File: src/rtl/arc4_pkg.sv
// Shared ARC4 definitions: memory geometry and the PRGA state encoding.
package arc4_pkg;

    localparam int         MEM_DEPTH = 256;
    localparam logic [7:0] LEN_ADDR  = 8'd0;

    typedef enum logic [3:0] {
        ST_IDLE    = 4'd0,
        ST_RD_LEN  = 4'd1,
        ST_GET_LEN = 4'd2,
        ST_WR_LEN  = 4'd3,
        ST_RD_I    = 4'd4,
        ST_GET_I   = 4'd5,
        ST_RD_J    = 4'd6,
        ST_GET_J   = 4'd7,
        ST_WR_I    = 4'd8,
        ST_WR_J    = 4'd9,
        ST_RD_PAD  = 4'd10,
        ST_GET_PAD = 4'd11,
        ST_WR_PT   = 4'd12
    } prga_state_t;

endpackage

File: src/rtl/prga.sv
// ARC4 pseudo-random generation stage: decrypts a length-prefixed message
// from CT memory into PT memory using the S-box left behind by KSA.
//
// state   | meaning
// --------+------------------------------------------------------
// IDLE    | rdy=1, waiting for en
// RD_LEN  | address ct[0]
// GET_LEN | capture message length L
// WR_LEN  | write pt[0]=L, k=1; done here when L=0
// RD_I    | i=i+1, address S[i]
// GET_I   | capture si, j=j+si
// RD_J    | address S[j]
// GET_J   | capture sj
// WR_I    | S[i]=sj
// WR_J    | S[j]=si, address ct[k]
// RD_PAD  | capture c, address S[si+sj]
// GET_PAD | capture pad
// WR_PT   | pt[k]=pad^c; next byte or IDLE when k==L
module prga
    import arc4_pkg::*;
#(
    parameter int ADDR_W = 8
) (
    input  logic              clk,
    input  logic              rst_n,
    input  logic              en,
    output logic              rdy,
    output logic [ADDR_W-1:0] s_addr,
    input  logic [7:0]        s_rddata,
    output logic [7:0]        s_wrdata,
    output logic              s_wren,
    output logic [ADDR_W-1:0] ct_addr,
    input  logic [7:0]        ct_rddata,
    output logic [ADDR_W-1:0] pt_addr,
    input  logic [7:0]        pt_rddata,
    output logic [7:0]        pt_wrdata,
    output logic              pt_wren
);

    prga_state_t       state, state_nx;
    logic [ADDR_W-1:0] i, j, k, len;
    logic [7:0]        si, sj, c, pad;

    // PT read port exists only to keep all memory ports alike
    logic unused_pt;
    assign unused_pt = ^pt_rddata;

    // State register
    always_ff @(posedge clk or negedge rst_n) begin
        if (!rst_n) state <= ST_IDLE;
        else        state <= state_nx;
    end

    // Next-state logic
    always_comb begin
        state_nx = state;
        case (state)
            ST_IDLE:    if (en) state_nx = ST_RD_LEN;
            ST_RD_LEN:  state_nx = ST_GET_LEN;
            ST_GET_LEN: state_nx = ST_WR_LEN;
            ST_WR_LEN:  state_nx = (len == '0) ? ST_IDLE : ST_RD_I;
            ST_RD_I:    state_nx = ST_GET_I;
            ST_GET_I:   state_nx = ST_RD_J;
            ST_RD_J:    state_nx = ST_GET_J;
            ST_GET_J:   state_nx = ST_WR_I;
            ST_WR_I:    state_nx = ST_WR_J;
            ST_WR_J:    state_nx = ST_RD_PAD;
            ST_RD_PAD:  state_nx = ST_GET_PAD;
            ST_GET_PAD: state_nx = ST_WR_PT;
            ST_WR_PT:   state_nx = (k == len) ? ST_IDLE : ST_RD_I;
            default:    state_nx = ST_IDLE;
        endcase
    end

    // Memory port drive; everything idles at zero so reset leaves the ports quiet
    always_comb begin
        rdy       = 1'b0;
        s_addr    = '0;
        s_wrdata  = 8'd0;
        s_wren    = 1'b0;
        ct_addr   = '0;
        pt_addr   = '0;
        pt_wrdata = 8'd0;
        pt_wren   = 1'b0;
        case (state)
            ST_IDLE:   rdy = 1'b1;
            ST_RD_LEN: ct_addr = ADDR_W'(LEN_ADDR);
            ST_WR_LEN: begin
                pt_addr   = ADDR_W'(LEN_ADDR);
                pt_wrdata = 8'(len);
                pt_wren   = 1'b1;
            end
            ST_RD_I:   s_addr = i + 1'b1;
            ST_RD_J:   s_addr = j;
            ST_WR_I: begin
                s_addr   = i;
                s_wrdata = sj;
                s_wren   = 1'b1;
            end
            ST_WR_J: begin
                s_addr   = j;
                s_wrdata = si;
                s_wren   = 1'b1;
                ct_addr  = k;
            end
            ST_RD_PAD: s_addr = ADDR_W'(8'(si + sj));
            ST_WR_PT: begin
                pt_addr   = k;
                pt_wrdata = pad ^ c;
                pt_wren   = 1'b1;
            end
            default: ;
        endcase
    end

    // Datapath registers; i/j restart at zero for every message
    always_ff @(posedge clk or negedge rst_n) begin
        if (!rst_n) begin
            i   <= '0;
            j   <= '0;
            k   <= '0;
            len <= '0;
            si  <= 8'd0;
            sj  <= 8'd0;
            c   <= 8'd0;
            pad <= 8'd0;
        end else begin
            case (state)
                ST_IDLE: if (en) begin
                    i <= '0;
                    j <= '0;
                end
                ST_GET_LEN: len <= ADDR_W'(ct_rddata);
                ST_WR_LEN:  k   <= ADDR_W'(1);
                ST_RD_I:    i   <= i + 1'b1;
                ST_GET_I: begin
                    si <= s_rddata;
                    j  <= j + ADDR_W'(s_rddata);
                end
                ST_GET_J:   sj  <= s_rddata;
                ST_RD_PAD:  c   <= ct_rddata;
                ST_GET_PAD: pad <= s_rddata;
                ST_WR_PT:   if (k != len) k <= k + 1'b1;
                default: ;
            endcase
        end
    end

endmodule

File: config.mk
export PLATFORM = sky130hd
export DESIGN_NAME = prga
export DESIGN_NICKNAME = d
export VERILOG_FILES = /design/src/rtl/arc4_pkg.sv /design/src/rtl/prga.sv
export SDC_FILE = /design/constraint.sdc
export NUM_CORES = 1
export LEC_CHECK = 0
export ABC_AREA = 1
export CAP_MARGIN = 30
export CORE_UTILIZATION = 40
export CTS_BUF_LIST = sky130_fd_sc_hd__clkbuf_8
export CTS_CLUSTER_DIAMETER = 100
export CTS_CLUSTER_SIZE = 14
export DETAILED_ROUTE_END_ITERATION = 7
export PLACE_DENSITY_LB_ADDON = 0.25
export SYNTH_ARGS = -nofsm -noshare
export SYNTH_HDL_FRONTEND = slang
export SYNTH_SLANG_ARGS = --single-unit
File: constraint.sdc
create_clock -name clk -period 3 [get_ports clk]
set_clock_uncertainty 0.1 [all_clocks]
set_input_delay 0.9 -clock clk [delete_from_list [all_inputs] [get_ports clk]]
set_output_delay 0.9 -clock clk [all_outputs]
set_load 0.02 [all_outputs]
==> key figures, run 1 <==
Outcome
  – Run status: finished clean

Setup path
  – R2r setup slk: 1.11 ns
  – Critical path's slowest cell: dfrtp_1
  – Buf/Inv on CP: 1
  – Crit path kind: flop to output pin
  – Reg-to-Reg Start: j[0]
  – RR Endpoint: j[4]
  – Worst EP arrival: 1.94 ns
  – Slowest cell delay on critical path: a little under 0.4 ns
  – Crit path cell chain: ha_2 > fa_2 > nand2_2 > a21oi_2 > nor3_1 > nand3b_1 > nand2_1 > buf_6
  – Crit path max-delay family: adder cells
  – CP Max Fanout: 4
  – CP Launch Type: flop
  – Crit. End Element: output pin
  – Critical Path RT: about 2.0 ns
  – Worst Reg-to-Reg Cells: 8

Die
  – Width of the chip: 104 um
  – FP Rows: 36
  – Die Y: roughly 100 um
  – Top Ports: 70
  – Die area: between 10,000 and 15,000 um^2
  – Core area: approximately 10000 um^2
  – Starting density of the core: between 40% and 50%

Clock tree
  – Sink Count: between 60 and 70
  – Clock Tree Root: clkbuf_8
  – TritonCTS buffer count: 9
  – Cts hold-fix bufs: 0
  – Clock buffer depth: 2
  – Worst skew pair latency: 0.35 ns
  – CTS tree: done
  – # H-tree levels: 3
  – Clock Pin Slew Worst Setup and Hold Paths: ~0.080 ns

Logic synthesis
  – Synth top cells by count: 151 x nand2_1, 77 x inv_1, 68 x dfrtp_1, 66 x o21ai_0, 51 x nor2_1
  – Post-synth EDFFs: 0
  – Xor-xnor portion of the synthesized cell area: between 2 and 2.5%
  – Area share of the largest cell type after synthesis: approximately two fifths
  – Yosys reg bits: just under 70
  – Mux contribution to synthesized area: 0%
  – Simple-gate share of the synthesized area: between 20% and 30%
  – Area contributors post-synth: dfrtp_1 41%, nand2_1 14%, o21ai_0 7.9%, inv_1 6.9%, ha_1 4.8%
  – Top-count cell post-synth: nand2_1
  – Synthesized area per cell: 7.36 um^2
  – Syn Inst Count: roughly 570
  – Distinct cells, synth: 35
  – FFs w/ async S/R, synth: 100%
  – Area fraction in compound gates after synthesis: approximately 15%
  – Synth Flop Type: dfrtp_1
  – Register area share after synthesis: around two fifths
  – Adder-cell area share of the yosys netlist: under 10%
  – Syn_nets: just over 600
  – Synth warn: 0
  – Largest family of logic cells by synthesized area: simple AND/OR/NAND/NOR gates
  – Area leader, netlist: dfrtp_1
  – Mapped Area: between 4000 and 5000 um^2

Detailed routing
  – Via count: slightly above 4,000
  – Drt pass-1 iters: 5
  – Initial drt markers: approximately 240
  – Vias/cell: 5.10
  – Post-Route WL: 11,000 um
  – DRT antenna net count: 0
  – DRC Markers: 0
  – Routed len/inst: about 14 um

Final layout
  – Area Overhead vs Synth: 26.3%
  – Fin nets: 697
  – Area of the multi-input gates: 2210 um^2
  – Final Cell Area: between 5000 and 6000 um^2
  – Filler cells: 974
  – Register area: around 1700 um^2
  – Ant diodes: 0
  – Layout cells sized above 1: between 10% and 20%

STA
  – Final setup viols: 0
  – RSZ-0062 raised after global routing: true
  – Max frequency: 341 MHz
  – Final critical-path required period: 2.94 ns
  – Final Hold Violating Endpoints: 0
  – Worst relative slew slack: a little over half
  – Fin worst setup slack: 0.0638 ns
  – Final period utilization: slightly below 100%
  – Tightest Pin Transition: 0.696 ns
  – Final Max Slew Viols: 0

Placed design
  – Setup WS pre-CTS: -0.127 ns
  – IO Port Bufs: slightly above 60
  – RD Place Congestion: 0.827
  – DPL Wire Length: 8130 um
  – DP Area: around 5000 um^2

Global routing
  – Remaining Overflow, GRT: 0
  – Largest net degree at the start of global routing: 69
  – Global-route wire length before repair: about 18,000 um
  – Vias in the first global route: 3,653
  – Initial antenna violation count: 0
  – Total GRT Usage: ~21%

Flow run
  – Maxcap violations: 0

Pwr
  – Combinational Power Share: between 50% and 60%
  – Switching power: 0.00222 W
  – Power Density: between 900 and 1000 nW/um^2
  – Leak: 2.76 nW
  – Pint: ~0.0026 W
  – Seq pwr share: a little over a third
  – Clk pwr share: 14.4%
  – Peak VDD IR: roughly 0.4 mV
  – Switching part of the total: a little under half

Worst hold path
  – Worst hold stages: 2
  – Worst hold path type: flop to flop
  – Hold Path Sink: c[0]
  – Min-delay src: c[0]
per-stage QoR:
stage	cells	power, W	setup TNS [ns]	hold WS (ns)	utilization, %
2_1_floorplan	568	0.00317	0	0.374	-
6_report	790	0.00487	0	0.415	53.1
5_1_grt	790	0.00527	-0.0344	0.441	53.1
3_5_place_dp	769	0.00397	-0.221	0.399	50.6
4_1_cts	785	0.00467	0	0.420	52.2
3_3_place_gp	769	0.00390	-0.174	0.393	50.6
sequential cells by signal (all words and copies together) (netlist names):
| name | count |
|---|---|
| c | 8 |
| i | 8 |
| j | 8 |
| k | 8 |
| len | 8 |
| pad | 8 |
| si | 8 |
| sj | 8 |
| state | 4 |
area by class of cell:
class                      instances  area share, %
multi-input combinational        402           41.8
sequential                        68           32.2
timing repair buffer              84           13.2
inverter                          87           6.23
tap                              133           3.15
clock buffer                       9           2.35
clock inverter                     7          0.971
per-layer routing:
layer / part of all wire [%] / wire length (um) / track usage [%]
met3: 5.2 / 573 / 2.88
met2: 45 / 5010 / 31.3
met1: 48 / 5300 / 29.7
met5: 0 / 0 / 0
met4: 1.4 / 158 / 7.65
placed cells by master (no fill, tap or decap), types with 2 or more instances in the layout:
cell type and n:
a22o_1 8, inv_6 2, nor3_1 4, clkdlybuf4s15_1 3
xor2_1 4, o32ai_1 7, buf_2 4, ha_1 10
clkbuf_8 9, nand3b_1 3, clkinv_2 2, dfrtp_1 67
o21ai_1 3, nand4_1 9, inv_1 77, a22oi_1 2
inv_2 9, xnor2_1 6, nor2_1 51, nand3_1 33
nand2_1 149, a21oi_2 2, buf_4 23, o21ai_0 64
ha_4 5, nand2_2 6, clkinvlp_4 2, o21a_1 2
clkdlybuf4s50_1 19, dlygate4sd2_1 24, nor2_4 2, nand2_4 5
a21oi_1 15, clkbuf_2 9
worst max-delay path by stage:
stage	from	end	cells past startpoint
floorplan	si[0]	s_addr[4]	7
global placement	si[0]	s_addr[4]	8
detailed placement	si[0]	s_addr[4]	8
CTS	si[0]	s_addr[4]	8
global route	si[0]	s_addr[4]	8
finish	si[0]	s_addr[4]	8
timing repair:
| action | in CTS | in global routing |
|---|---|---|
| buffers inserted | 0 | 5 |
| gates resized for setup | 58 | 50 |
| pin swaps | 0 | 4 |
| endpoints found under the setup margin | 34 | 25 |
power by group through the flow:
stage	sequential, W	clock (W)	combinational, W
after floorplan	0.00158	0	0.00159
after global placement	0.00166	0	0.00224
after detailed placement	0.00167	0	0.00230
after CTS	0.00167	0.000708	0.00230
after global routing	0.00175	0.000747	0.00278
final	0.00170	0.000700	0.00247
kinds of logic after synthesis:
group / count (synthesis)
AO/OA/AOI/OAI: 110
XOR/XNOR: 10
adder cells (fa/ha/maj): 18
buffers and inverters: 98
flip-flops: 68
AND/OR/NAND/NOR: 264
worst register-to-register path: stages, from the launching register on:
cell	delay [ns]
dfrtp_1	0.39
ha_1	0.23
fa_1	0.43
nand2_1	0.08
inv_1	0.05
o21ai_0	0.20
nand2_1	0.08
o21ai_0	0.13
o21ai_0	0.09
Power figures use the tool's default switching activity.
==> inputs of run 2 (changes only) <==
Settings changed: PLACE_DENSITY_LB_ADDON 0.25 to 0.3.
==> run 2 against run 1 <==
Net effect: first-iteration DRC count fell by 3.8%; register-to-register slack got worse by 0.02 ns; final cell count fell by 0.51%; die area did not move; highest routed layer unchanged.
==> key figures, run 2 (same netlist as run 1, synthesis figures left out) <==
Die
  – Starting density of the core: 42.0% (unchanged)
  – Die Y: 104 um (unchanged)
  – Core area: 9950 um^2 (unchanged)
  – Die area: 10,900 um^2 (unchanged)
  – Width of the chip: 104 um (unchanged)
  – Top Ports: 70 (unchanged)
  – FP Rows: 36 (unchanged)

Detailed routing
  – Initial drt markers: 226 (-3.8%)
  – Drt pass-1 iters: 5 (unchanged)
  – DRT antenna net count: 0 (unchanged)
  – DRC Markers: 0 (unchanged)
  – Via count: 4,053 (+0.52%)
  – Post-Route WL: 11,400 um (+3.0%)
  – Vias/cell: 5.16 (+1.0%)
  – Routed len/inst: 14.5 um (+3.6%)

Global routing
  – Initial antenna violation count: 0 (unchanged)
  – Global-route wire length before repair: 18,700 um (+4.5%)
  – Remaining Overflow, GRT: 0 (unchanged)
  – Total GRT Usage: 21.4% (+0.80 points)
  – Largest net degree at the start of global routing: 31 (-55%)
  – Vias in the first global route: 3,883 (+6.3%)

STA
  – Final setup viols: 0 (unchanged)
  – Worst relative slew slack: 50.4% (-3.1 points)
  – Final critical-path required period: 2.91 ns (-0.0287 ns)
  – RSZ-0062 raised after global routing: true
  – Final Hold Violating Endpoints: 0 (unchanged)
  – Fin worst setup slack: 0.0925 ns (+0.0287 ns)
  – Max frequency: 344 MHz (+0.99%)
  – Worst-case hold slack: 0.424 ns (+0.00861 ns)
  – Tightest Pin Transition: 0.743 ns (+0.0470 ns)
  – Final Max Slew Viols: 0 (unchanged)
  – Final period utilization: 96.9% (-0.96 points)

Setup path
  – Worst EP arrival: 1.91 ns (-0.03 ns)
  – Crit path kind: flop to output pin
  – R2r setup slk: 1.09 ns (-0.02 ns)
  – Critical Path RT: 2.00 ns (about the same)
  – RR Endpoint: j[4]
  – Worst Reg-to-Reg Cells: 7 (-1)
  – CP Launch Type: flop
  – Crit. End Element: output pin
  – Reg-to-Reg Start: state[3]
  – CP Max Fanout: 4 (unchanged)

Final layout
  – Commonest cells after routing, fill and taps aside: 151 x nand2_1, 78 x inv_1, 65 x dfrtp_1, 63 x o21ai_0, 49 x nor2_1
  – Layout cells sized above 1: 13.3% (-0.38 points)
  – Area Overhead vs Synth: 27.4%
  – Ant diodes: 0 (unchanged)
  – Final Cell Area: 5330 um^2 (+0.88%)
  – Post-route insts no fill: 786 (-0.51%)
  – Fin nets: 693 (-0.57%)
  – Commonest non-fill, non-tap cell in the layout: nand2_1

Clock tree
  – # H-tree levels: 3 (unchanged)
  – Worst skew pair latency: 0.34 ns (about the same)
  – CTS tree: done
  – Clock buffer depth: 2 (unchanged)
  – Sink Count: 68 (unchanged)
  – Cts hold-fix bufs: 0 (unchanged)
  – Clock Pin Slew Worst Setup and Hold Paths: 0.07 ns (about the same)
  – TritonCTS buffer count: 9 (unchanged)
  – Clock Tree Root: clkbuf_8

Placed design
  – DPL Wire Length: 8410 um (+3.4%)
  – Setup WS pre-CTS: -0.0978 ns (+0.0296 ns)
  – RD Place Congestion: 0.891 (+7.8%)
  – IO Port Bufs: 61 (unchanged)
  – Dpl cells: 769 (unchanged)
  – DP Area: 5040 um^2 (unchanged)

Worst hold path
  – Hold Path Sink: c[2]
  – Worst hold stages: 2 (unchanged)
  – Min-delay src: c[2]
  – Worst hold path type: flop to flop

Outcome
  – Run status: finished clean

Pwr
  – Peak VDD IR: 0.379 mV (-4.6%)
  – Leak: 2.86 nW (+3.6%)
  – Power Density: 929 nW/um^2 (+0.78%)
  – PnR Total Power: 0.00495 W (+1.7%)

Flow run
  – Maxcap violations: 0 (unchanged)
run 2: changes by cell type in the layout (fill, tap and decap cells not counted), moves of 2 or more:
cell             before  now
dfrtp_1              67   65
clkbuf_2              9    7
inv_6                 2    0
o32ai_2               1    3
nor2_1               51   49
dlymetal6s2s_1        0    8
nand2_1             149  151
clkbuf_8              9   11
dfrtp_2               1    3
dlygate4sd2_1        24   14
nor2_2                0    2
clkdlybuf4s15_1       3    7
o32ai_1               7    5
buf_4                23   19
run 2: timing repair:
item / 4_1_cts / 5_1_grt
setup buffers: 0 / 1
pin swaps: 0 / 1
endpoints found under the setup margin: 33 / 27
resized for setup: 56 / 49
run 2: how the worst max path moves through the flow:
| stage | startpoint | end | slack (ns) | cells past startpoint |
|---|---|---|---|---|
| after floorplan | si[0] | s_addr[4] | 0.47 | 7 |
| after global placement | si[0] | s_addr[4] | -0.08 | 8 |
| after detailed placement | si[0] | s_addr[4] | -0.1 | 8 |
| after CTS | state[1] | ct_addr[5] | 0.002 | 5 |
| after global routing | sj[0] | s_addr[4] | -0.02 | 8 |
| final | si[0] | s_addr[4] | 0.09 | 8 |
run 2: cell type report:
cell class / instances / area, um^2
clock buffers: 11 / 151
fillers: 944 / 4630
clock inverters: 5 / 51.3
flip-flops and latches: 68 / 1710
multi-input cells: 402 / 2210
repair buffers: 80 / 712
well taps: 133 / 166
inverters: 87 / 329
run 2: power breakdown:
| group | total, W | switching, W | internal, W |
|---|---|---|---|
| Clock | 0.000776 | 0.000352 | 0.000424 |
| Combinational | 0.00246 | 0.00145 | 0.00100 |
| Sequential | 0.00172 | 0.000406 | 0.00131 |
run 2: routing by layer:
layer  global-route usage (%)  vias up  part of all wire, %
met5                        0        -                    0
met4                     7.96        0                  1.6
met3                     3.07       13                  4.0
met2                     34.2       96                   48
met1                     29.4     1940                   47
li1                         -     2004                    -
run 2: through the flow:
stage | setup TNS [ns] | util [%]
CTS | 0 | 52.9
detailed placement | -0.170 | 50.6
global route | -0.0316 | 53.5
finish | 0 | 53.5
global placement | -0.124 | 50.6
floorplan | 0 | -
run 2: critical path, cell delays in order (launching register included):
cell and delay [ns]:
dfrtp_1 0.39, ha_2 0.21, fa_2 0.36, nand2_1 0.08
a21oi_1 0.07, nor3_1 0.12, nand3b_1 0.12, nand2_1 0.06
buf_2 0.16
==> inputs of run 3 (changes only) <==
Settings changed: CORE_ASPECT_RATIO set to 1.1.
==> run 3 against run 2 <==
Net effect: sequential power hardly changed; worst hold slack worse by 0.0091 ns; first-iteration DRC count is 4.0% higher; register-to-register slack better by 0.03 ns; core utilization is 0.64 points lower; final cell count is 1.1% higher; sequential cell count stayed put; fmax is 1.2% lower; largest cell class unchanged; critical path depth is 2 lower; global-route usage hardly changed; sequential share of layout area is 0.11 points higher; critical endpoint is now pt_wrdata[6].
==> key figures, run 3 (same netlist as run 1, synthesis figures left out) <==
Pwr
  – Leak: 2.82 nW (-1.3%)
  – PnR Total Power: 0.00483 W (-2.4%)
  – Peak VDD IR: 0.465 mV (+23%)
  – Power Density: 910 nW/um^2 (-2.0%)

Global routing
  – Global-route wire length before repair: 18,000 um (-3.7%)
  – Largest net degree at the start of global routing: 69 (+120%)
  – Initial antenna violation count: 0 (unchanged)
  – Total GRT Usage: 21.4% (about the same)
  – Remaining Overflow, GRT: 0 (unchanged)
  – Vias in the first global route: 3,636 (-6.4%)

Clock tree
  – Worst skew pair latency: 0.35 ns (about the same)
  – Sink Count: 68 (unchanged)
  – Cts hold-fix bufs: 0 (unchanged)
  – # H-tree levels: 3 (unchanged)
  – Clock Pin Slew Worst Setup and Hold Paths: 0.08 ns (about the same)
  – Clock Tree Root: clkbuf_8
  – CTS tree: done
  – TritonCTS buffer count: 9 (unchanged)
  – Clock buffer depth: 2 (unchanged)

Final layout
  – Layout cells sized above 1: 14.4% (+1.0 points)
  – Commonest non-fill, non-tap cell in the layout: nand2_1
  – Final Cell Area: 5310 um^2 (-0.42%)
  – Fin nets: 695 (+0.29%)
  – Commonest cells after routing, fill and taps aside: 147 x nand2_1, 76 x inv_1, 66 x dfrtp_1, 64 x o21ai_0, 49 x nor2_1
  – Area Overhead vs Synth: 26.8%
  – Ant diodes: 0 (unchanged)

Flow run
  – Maxcap violations: 0 (unchanged)

Die
  – Top Ports: 70 (unchanged)
  – Width of the chip: 99.5 um (-4.6%)
  – Core area: 10,000 um^2 (+0.78%)
  – Starting density of the core: 41.7% (-0.32 points)
  – Die Y: 109 um (+4.8%)
  – FP Rows: 38 (+5.6%)
  – Die area: 10,900 um^2 (about the same)

STA
  – RSZ-0062 raised after global routing: true
  – Setup TNS: 0 ns (unchanged)
  – Final period utilization: 98.1% (+1.2 points)
  – Worst relative slew slack: 53.2% (+2.8 points)
  – Max frequency: 340 MHz (-1.2%)
  – Final setup viols: 0 (unchanged)
  – Final critical-path required period: 2.94 ns (+0.0360 ns)
  – Tightest Pin Transition: 0.700 ns (-0.0426 ns)
  – Final Hold Violating Endpoints: 0 (unchanged)
  – Final Max Slew Viols: 0 (unchanged)

Placed design
  – RD Place Congestion: 0.876 (-1.7%)
  – DPL Wire Length: 8160 um (-3.0%)
  – IO Port Bufs: 61 (unchanged)
  – DP Area: 5040 um^2 (about the same)

Detailed routing
  – Routed len/inst: 13.7 um (-5.1%)
  – Via count: 3,989 (-1.6%)
  – DRT antenna net count: 0 (unchanged)
  – DRC Markers: 0 (unchanged)
  – Vias/cell: 5.02 (-2.7%)
  – Drt pass-1 iters: 5 (unchanged)
  – Initial drt markers: 235 (+4.0%)
  – Post-Route WL: 10,900 um (-4.0%)

Setup path
  – Crit-path most repeated cell: nand2_2
  – Crit path kind: flop to output pin
  – R2r setup slk: 1.12 ns (+0.03 ns)
  – CP Max Fanout: 10 (+6)
  – Slowest cell delay on critical path: 0.45 ns (+0.06 ns)
  – CP Launch Type: flop
  – Worst EP arrival: 1.94 ns (+0.03 ns)
  – Crit path cell chain: inv_1 > nand2_2 > inv_2 > nand2_2 > o32ai_1 > dlygate4sd2_1
  – Buf/Inv on CP: 3 (+2)
  – Crit. End Element: output pin
  – Crit path max-delay family: buffers and inverters
  – Critical Path RT: 2.00 ns (about the same)
  – Critical path's slowest cell: dfrtp_2

Worst hold path
  – Worst hold path type: flop to flop

Outcome
  – Run status: finished clean
run 3: changes by cell type in the layout (fill, tap and decap cells not counted), sizes merged:
cell,delta
buf,+4
bufinv,-1
clkbuf,-1
clkinv,-2
clkinvlp,+3
dlygate4sd2,-1
dlymetal6s2s,-1
inv,+1
run 3: final timing paths:
| path | from | to | depth (start not counted) |
|---|---|---|---|
| setup / recovery | state[1] | pt_wrdata[6] | 6 |
| hold / removal | len[1] | len[1] | 2 |
| setup reg to reg | j[0] | j[4] | 8 |
| hold reg to reg | len[1] | len[1] | 2 |
| max in group asynchronous | rst_n | state[1] | 2 |
| min in group asynchronous | rst_n | k[4] | 2 |
run 3: area by class of cell:
type	count	area, um^2
Clock buffer	10	138
Inverter	87	329
Sequential cell	68	1700
Multi-Input combinational cell	402	2180
Fill cell	984	4730
Clock inverter	6	47.5
Tap cell	140	175
Timing Repair Buffer	82	727
run 3: routing by layer:
layer  global-route usage [%]  vias to the layer above  part of all wire, %
met4                     5.46                        0                  1.2
met5                        0                        -                    0
met1                     27.6                     1848                   45
met2                     37.0                      117                   48
li1                         -                     2006                    -
met3                     4.23                       18                  5.0
run 3: through the flow:
step | hold WS (ns) | std cells | setup WS (ns) | utilization, %
floorplan | 0.374 | 568 | 0.468 | -
global placement | 0.390 | 775 | -0.120 | 50.2
detailed placement | 0.395 | 775 | -0.141 | 50.2
CTS | 0.414 | 791 | -0.0200 | 51.8
global route | 0.451 | 795 | -0.0775 | 52.9
finish | 0.415 | 795 | 0.0565 | 52.9
run 3: power breakdown:
group	total, W	switching [W]	internal [W]
registers	0.00169	0.000385	0.00131
clock network	0.000712	0.000385	0.000328
logic	0.00242	0.00142	0.00100
total	0.00483	0.00219	0.00264
run 3: worst reg2reg max path, delay by kind of cell (launching register included):
family	cells	cell delay, ns
AOI/OAI and AO/OA	3	0.42
buffers and inverters	1	0.05
DFF	1	0.40
and+or+nand+nor	2	0.15
adders and majority gates	2	0.64
run 3: timing repair:
action                     4_1_cts  5_1_grt
pin swaps                        0        2
resized for setup               60       54
cloned                           0        0
setup endpoints to repair       34       37
hold endpoints to repair         0        0
buffers inserted                 0        4
